--- config.mk ---
export PLATFORM = sky130hd
export DESIGN_NAME = muldiv_unit
export DESIGN_NICKNAME = d
export VERILOG_FILES = /design/src/rtl/muldiv_unit.sv
export SDC_FILE = /design/constraint.sdc
export NUM_CORES = 1
export LEC_CHECK = 0
export ABC_AREA = 0
export CAP_MARGIN = 30
export CORE_AREA = 2 2 248 250
export DETAILED_ROUTE_END_ITERATION = 12
export DIE_AREA = 0 0 250 252
export PLACE_DENSITY_LB_ADDON = 0.3
export SLEW_MARGIN = 5
export SYNTH_ARGS = -nofsm -noshare
export SYNTH_HDL_FRONTEND = slang
export SYNTH_SLANG_ARGS = --single-unit
--- constraint.sdc ---
create_clock -name clock -period 6.1 [get_ports clock]
set_clock_uncertainty 0.1 [all_clocks]
set_input_delay 1.525 -clock clock [delete_from_list [all_inputs] [get_ports clock]]
set_output_delay 1.525 -clock clock [all_outputs]
set_load 0.05 [all_outputs]
--- src/rtl/muldiv_unit.sv ---
// Iterative RV32M multiply/divide unit.
// Multiply is a shift-add over operand magnitudes and divide is a restoring
// subtract, one bit per cycle. Signs are reapplied in FIXUP. Divide-by-zero
// and signed overflow finish directly from IDLE.
module muldiv_unit #(
    parameter int XLEN = 32
) (
    input  logic            clock,
    input  logic            reset,
    input  logic            start,
    input  logic [2:0]      op,
    input  logic [XLEN-1:0] operand_A,
    input  logic [XLEN-1:0] operand_B,
    input  logic            flush,
    output logic            ready,
    output logic            done,
    output logic [XLEN-1:0] result
);
    localparam int CW = $clog2(XLEN);

    typedef enum logic [1:0] {IDLE, CALC, FIXUP, DONE} state_t;

    state_t              state_q, state_d;
    logic [CW-1:0]       cnt_q, cnt_d;
    logic [2:0]          op_q, op_d;
    logic [XLEN-1:0]     opb_q, opb_d;      // multiplicand or divisor magnitude
    logic [2*XLEN-1:0]   prod_q, prod_d;    // {acc/remainder, multiplier/quotient}
    logic                neg_q, neg_d;
    logic [XLEN-1:0]     result_q, result_d;

    // Operand decode at accept time
    logic            is_div, a_sgn, b_sgn, a_neg, b_neg, div_zero, div_ovf;
    logic [XLEN-1:0] a_mag, b_mag;

    assign is_div   = op[2];
    assign a_sgn    = is_div ? ~op[0] : (op[1:0] != 2'b11);
    assign b_sgn    = is_div ? ~op[0] : ~op[1];
    assign a_neg    = a_sgn & operand_A[XLEN-1];
    assign b_neg    = b_sgn & operand_B[XLEN-1];
    assign a_mag    = a_neg ? -operand_A : operand_A;
    assign b_mag    = b_neg ? -operand_B : operand_B;
    assign div_zero = is_div & (operand_B == '0);
    assign div_ovf  = is_div & ~op[0] & (operand_A == {1'b1, {(XLEN-1){1'b0}}})
                      & (operand_B == '1);

    // One iteration step for each operation class
    logic [XLEN:0]   mul_sum, div_shift, div_diff;
    logic            div_ge;

    assign mul_sum   = {1'b0, prod_q[2*XLEN-1:XLEN]} + (prod_q[0] ? {1'b0, opb_q} : '0);
    assign div_shift = {prod_q[2*XLEN-1:XLEN], prod_q[XLEN-1]};
    assign div_diff  = div_shift - {1'b0, opb_q};
    assign div_ge    = ~div_diff[XLEN];

    // Sign correction of the finished magnitudes
    logic [2*XLEN-1:0] prod_fix;
    logic [XLEN-1:0]   quot_fix, rem_fix, fix_res;

    assign prod_fix = neg_q ? -prod_q : prod_q;
    assign quot_fix = neg_q ? -prod_q[XLEN-1:0] : prod_q[XLEN-1:0];
    assign rem_fix  = neg_q ? -prod_q[2*XLEN-1:XLEN] : prod_q[2*XLEN-1:XLEN];

    always_comb begin
        if (op_q[2])               fix_res = op_q[1] ? rem_fix : quot_fix;
        else if (op_q[1:0] == 2'b00) fix_res = prod_fix[XLEN-1:0];
        else                       fix_res = prod_fix[2*XLEN-1:XLEN];
    end

    // Next-state and datapath update
    always_comb begin
        state_d  = state_q;
        cnt_d    = cnt_q;
        op_d     = op_q;
        opb_d    = opb_q;
        prod_d   = prod_q;
        neg_d    = neg_q;
        result_d = result_q;
        case (state_q)
            IDLE: begin
                if (start && !flush) begin
                    op_d = op;
                    if (div_zero) begin
                        result_d = op[1] ? operand_A : '1;
                        state_d  = DONE;
                    end else if (div_ovf) begin
                        result_d = op[1] ? '0 : operand_A;
                        state_d  = DONE;
                    end else begin
                        state_d = CALC;
                        cnt_d   = '0;
                        if (is_div) begin
                            prod_d = {{XLEN{1'b0}}, a_mag};
                            opb_d  = b_mag;
                            // remainder follows the dividend, quotient the xor
                            neg_d  = op[1] ? a_neg : (a_neg ^ b_neg);
                        end else begin
                            prod_d = {{XLEN{1'b0}}, b_mag};
                            opb_d  = a_mag;
                            neg_d  = a_neg ^ b_neg;
                        end
                    end
                end
            end
            CALC: begin
                if (flush) begin
                    state_d = IDLE;
                end else begin
                    if (op_q[2])
                        prod_d = {(div_ge ? div_diff[XLEN-1:0] : div_shift[XLEN-1:0]),
                                  prod_q[XLEN-2:0], div_ge};
                    else
                        prod_d = {mul_sum, prod_q[XLEN-1:1]};
                    cnt_d = cnt_q + CW'(1);
                    if (cnt_q == CW'(XLEN-1)) state_d = FIXUP;
                end
            end
            FIXUP: begin
                if (flush) begin
                    state_d = IDLE;
                end else begin
                    result_d = fix_res;
                    state_d  = DONE;
                end
            end
            default: state_d = IDLE;
        endcase
    end

    // State and datapath registers
    always_ff @(posedge clock or posedge reset) begin
        if (reset) begin
            state_q  <= IDLE;
            cnt_q    <= '0;
            op_q     <= '0;
            opb_q    <= '0;
            prod_q   <= '0;
            neg_q    <= 1'b0;
            result_q <= '0;
        end else begin
            state_q  <= state_d;
            cnt_q    <= cnt_d;
            op_q     <= op_d;
            opb_q    <= opb_d;
            prod_q   <= prod_d;
            neg_q    <= neg_d;
            result_q <= result_d;
        end
    end

    assign ready  = (state_q == IDLE);
    assign done   = (state_q == DONE);
    assign result = result_q;
endmodule

== After elaboration in Yosys (flattened, before gate mapping) ==
Index checks and enable logic that the tools add are counted.

* Flip-flop bits (word level): 139
* Bits of input ports: 71
* Word-level logic and storage cells: 94

* Add/subtract/negate cells: 8
* Equality and inequality tests: 14
* Muxes and demuxes: 41
* Bitwise logic cells: 12
* Reduce and logical (&&, ||, !) cells: 12

{| class="wikitable"
|+ Operators with widths
! operator !! number
|-
| 32-bit two-way mux || 17
|-
| 64-bit two-way mux || 6
|-
| 32-bit negation || 4
|-
| 64-bit case mux with 2 select lines || 1
|-
| 32-bit equality test (second input constant) || 2
|-
| 64-bit negation || 1
|-
| 32-bit case mux with 2 select lines || 1
|-
| 32-bit by 32-bit adder with 33-bit output || 1
|-
| 33-bit by 32-bit subtractor with 33-bit output || 1
|-
| 32-bit logical NOT || 1
|-
| 5-bit two-way mux || 4
|-
| 2-bit two-way mux || 6
|-
| 2-bit inequality test (second input constant) || 5
|-
| 5-bit case mux with 2 select lines || 1
|-
| 4-bit AND reduction || 2
|-
| 1-bit AND || 6
|-
| 2-bit case mux with 3 select lines || 1
|-
| 5-bit by 1-bit adder with 5-bit output (second input constant) || 1
|-
| 5-bit equality test (second input constant) || 1
|-
| 1-bit NOT || 5
|-
| 5-bit AND reduction || 1
|-
| 2-bit equality test (second input constant) || 2
|-
| 2-bit logical NOT || 2
|-
| 1-bit two-way mux || 4
|-
| 9 further kinds || 11
|}

== Logic depth before layout (Yosys ltp) ==
* Depth after elaboration: 9
* Gate-level depth with buffers: 15
* Depth with buffers taken out: 14

== Worst setup path before layout ==
OpenSTA, ideal clock, no wires.

* Path kind: input to register
* Start point: in operand_B[27]
* End point: reg result_q[20] (netlist: result[20])
* Arrival time: 4.380 ns
* Data required time: 5.905 ns
* Setup slack: 1.524 ns
* Stages on the path: 10
* Buffers on the path: 2
* Cell sequence: or4_1 -> or4_1 -> or3_1 -> nor4_2 -> o21bai_1 -> a21oi_1 -> or3_1 -> buf_2 -> clkbuf_1 -> o31ai_1

* Longest elaborated chain between the ends: 5
* Elaborated cells on any way between the ends: 9

{| class="wikitable"
|+ Ends and longest elaborated chain
! item !! line !! source
|-
| from (decl) || 13 || <nowiki>input logic [XLEN-1:0] operand_B,</nowiki>
|-
| 32-bit logical NOT || 42 || <nowiki>assign div_zero = is_div & (operand_B == '0);</nowiki>
|-
| 1-bit AND || 42 ||
|-
| 32-bit two-way mux || 82 || <nowiki>if (div_zero) begin</nowiki>
|-
| 32-bit two-way mux || 80 || <nowiki>if (start && !flush) begin</nowiki>
|-
| 32-bit case mux with 2 select lines || 78 || <nowiki>case (state_q)</nowiki>
|-
| to (signal assigned) || 146 || <nowiki>result_q <= result_d;</nowiki>
|-
| to (decl) || 29 || <nowiki>logic [XLEN-1:0] result_q, result_d;</nowiki>
|}

Several ways; a longest one is shown, not always the timed one. The select of a mux whose other input is x is not followed.
A chain may end at the register's enable or synchronous reset.

== Final worst setup path ==
* Start point: in operand_A[11]
* End point: reg result_q[24] (netlist: result[24])

* Longest elaborated chain between the ends: 5

{| class="wikitable"
|+ Ends and longest elaborated chain
! item !! line !! source
|-
| from (decl) || 12 || <nowiki>input logic [XLEN-1:0] operand_A,</nowiki>
|-
| 32-bit equality test || 43 || <nowiki>assign div_ovf = is_div & ~op[0] & (operand_A == {1'b1, {(XLEN-1){1'b0}}})</nowiki>
|-
| 1-bit AND || 43 ||
|-
| 1-bit AND || 44 || <nowiki>& (operand_B == '1);</nowiki>
|-
| 3-bit by 1-bit inequality test with 1-bit output (no source line) || n/a ||
|-
| 4-bit AND reduction (no source line) || n/a ||
|}

Every way passes these cells.

==> flow_summary.yaml <==
outcome:
  status: "finished, final reports clean"
global_route:
  antenna_found_initial: 0
  overflow: 0
  grt_usage: 0.1855
  grt_max_degree: 86
  grt_pass1_wl_um: 90270
  grt_pass1_vias: 14204
placed_design:
  dpl.hpwl_um: 46330
  pre_cts_ws_ps: 319.3
  dpl_cell_area_mm2: 0.01674
  gp_congestion: 0.9183
  port_buffers: 104
timing:
  final_hold_viol_count: 0
  worst_slack_ps: 714.2
  fin_tns_setup_ps: 0
  fmax_mhz: 185.7
  drv_slew: 0
  rsz0062_at_grt: "false"
  period_needed_ps: 5386
  timing.final.crit_share: 0.8829
  worst_slew_pin_slew_ps: 1011
  relSlewSlack: 0.3188
  setup_viol: 0
run:
  drv_cap: 0
route:
  drt_iter0_drc: 1377
  wl_met1_um: 28440
  wl_um: 59230
  drt_drc_violations_left: 0
  wl_met2_um: 26560
  highest_layer: "met4"
  drt_pre_antenna_iters: 5
  viasPerCell: 5.391
  avgRoutedWirePerCell_um: 20.90
  num_vias: 15279
  ant_nets: 0
  met3WireLength_um: 2855
finish:
  design_area_mm2: 0.01737
  num_antenna_cells: 0
  num-nets-final: 2183
  fillers: 6596
  synthToLayoutAreaGrowth_pct: 16.46
  layout-drive-gt1-share: 0.06287
  final_util: 0.2889
clock_network:
  cts_setup_buffers: 0
  cts_root_buf: "clkbuf_16"
  clk_path_buf_depth: 2
  cts_hold_buf: 0
  insertion_delay_ps: 460
  cts_made_buffers: 17
  cts_resized: 0
  h-tree-depth: 4
  clock_sinks: 139
  cts_tree: "done"
  path_clk_slew_ps: 70
synth:
  synth.largest_area_cell: "dfrtp_1"
  netlist_instances: 2020
  ys_top_cells_by_count: "o21ai_0 (228), nand2_1 (223), nor2_1 (209), a21oi_1 (196), dfrtp_1 (139)"
  syn_nets: 2164
  synthArstFlopShare: 1.000
  netlist_area_mm2: 0.01492
  yosys_register_bits: 139
  syn_area_per_cell_um2: 7.384
  synthFlopType: "dfrtp_1"
  ys_types: 71
  synth-edff-count: 0
  post-synth-top-count-cell: "o21ai_0"
  yosysTopAreaCellShare: 0.2332
  yosys-top-cells-area: "dfrtp_1 (23%), o21ai_0 (7.7%), a21oi_1 (6.6%)"
  yosysWarnings: 0
  seq_area_frac_synth: 0.2332
floorplan:
  core_mm2: 0.06013
  core.rowCount: 90
  die_area_mm2: 0.06300
  die_y_um: 252
  boundaryPins: 105
  start_util: 0.2480
  die_w_um: 250
worst_setup_path:
  critPathMaxStageDelay_ps: 780
  slowest_stage: "or3_2"
  required_ps: 6330
  end_kind: "flop"
  crit_chain: "clkdlybuf4s50_1, or4_1, or4_1, nor3_1, nand2_1, o21bai_1, a21oi_1, or3_2, buf_4, nand2_1, o21ai_0"
  crit_arrival_ps: 5620
  startpoint_type: "primary input"
  cp_max_fo: 41
  critPathKind: "primary input to flop"
min_path:
  hp-class: "flop to flop"
power_and_ir_drop:
  power.leakage_nw: 7.073
  p_per_area_mw_per_mm2: 331.5
  worst_ir_drop_vdd_v: 0.0001521
## cell type report
type | instances | area (um^2) | area share
sequential | 139 | 3481 | 0.2004
clock inverter | 14 | 167.7 | 0.009652
inverter | 63 | 241.5 | 0.01390
timing repair buffer | 139 | 1364 | 0.07851
clock buffer | 18 | 439.2 | 0.02528
tap | 782 | 978.4 | 0.05633
multi-input combinational | 1679 | 10700 | 0.6159
## sequential cells by signal, summed over array words and instances (netlist names)
signal / count
opb_q: 32
result: 32
state_q: 2
prod_q: 64
op_q: 3
neg_q: 1
cnt_q: 5
## placed cells by master, fill, tap and decap left out, types with 11 or more instances in the layout
master           synthesis  layout
o221ai_1                13      13
nand2_1                223     223
dfrtp_1                139     137
or2_2                   21      21
and2_1                  15      15
a21oi_1                196     196
a211oi_1                24      24
o211ai_1                14      14
nor4_1                  11      11
a31oi_1                 11      11
o21ai_1                 12      11
xnor2_1                 98      98
clkdlybuf4s50_1          0     103
a21o_1                  25      25
o31ai_1                 34      34
a22oi_1                 23      23
clkbuf_16                0      17
or3_1                   33      32
nor3_1                  19      18
ha_1                    71      71
or4_1                   14      14
xor2_1                  97      97
buf_4                    0      30
nand2b_1                19      17
mux2_2                  14      14
nor2b_1                 12      11
inv_1                   62      61
maj3_1                  26      26
nand4_1                 16      16
nand3_1                 20      20
o41ai_1                 15      15
mux2i_1                 52      52
o21ai_0                228     228
nor2_1                 209     209
## through the flow
step                      hold slack [ps]  instances  power [mW]
final                               383.8       2834       5.758
after detailed placement            373.9       2801       4.580
after global routing                408.7       2834       6.162
after global placement              366.3       2799       4.551
after floorplan                     349.7       2020       3.663
after CTS                           389.4       2833       5.714
## final timing paths
check                             end          start  cells after the start  slack, ps
max reg2reg                prod_q[39]     prod_q[32]                     13       1520
min reg2reg                result[16]     result[16]                      2        380
min                        result[16]     result[16]                      2        380
max in group asynchronous  result[11]          reset                      3       3380
max                        result[24]  operand_A[11]                     11        710
min in group asynchronous   opb_q[23]          reset                      2       1450
## worst max-delay path: cells and delay by family
kind,cells,cell delay [ps]
compound gates,3,500
buf+inv,2,840
simple gates,6,2720
## per-layer routing
metal | global-route usage | vias to the layer above
li1 | - | 7280
met1 | 0.2669 | 7410
met2 | 0.2914 | 512
met3 | 0.02136 | 77
met4 | 0.05235 | 0
met5 | 0 | -
## cells by family (layout without fill, tap and decap cells)
kind of cell / Yosys count / in the layout / share of synthesized area
muxes: 67 / 67 / 0.04698
and+or+nand+nor: 641 / 641 / 0.1981
xor gates and xnor gates: 195 / 195 / 0.1145
adders and majority gates: 99 / 99 / 0.07969
DFF: 139 / 139 / 0.2332
AOI/OAI and AO/OA: 677 / 677 / 0.2753
buffers and inverters: 202 / 234 / 0.05226
## power by group
part	leakage (nW)	total, mW	internal [mW]	switching, mW
Clock	0.296	1.11	0.597	0.515
Sequential	1.81	1.46	1.07	0.384
Combinational	4.96	3.19	1.28	1.91
Total	7.07	5.76	2.95	2.81
Power figures use the tool's default switching activity.
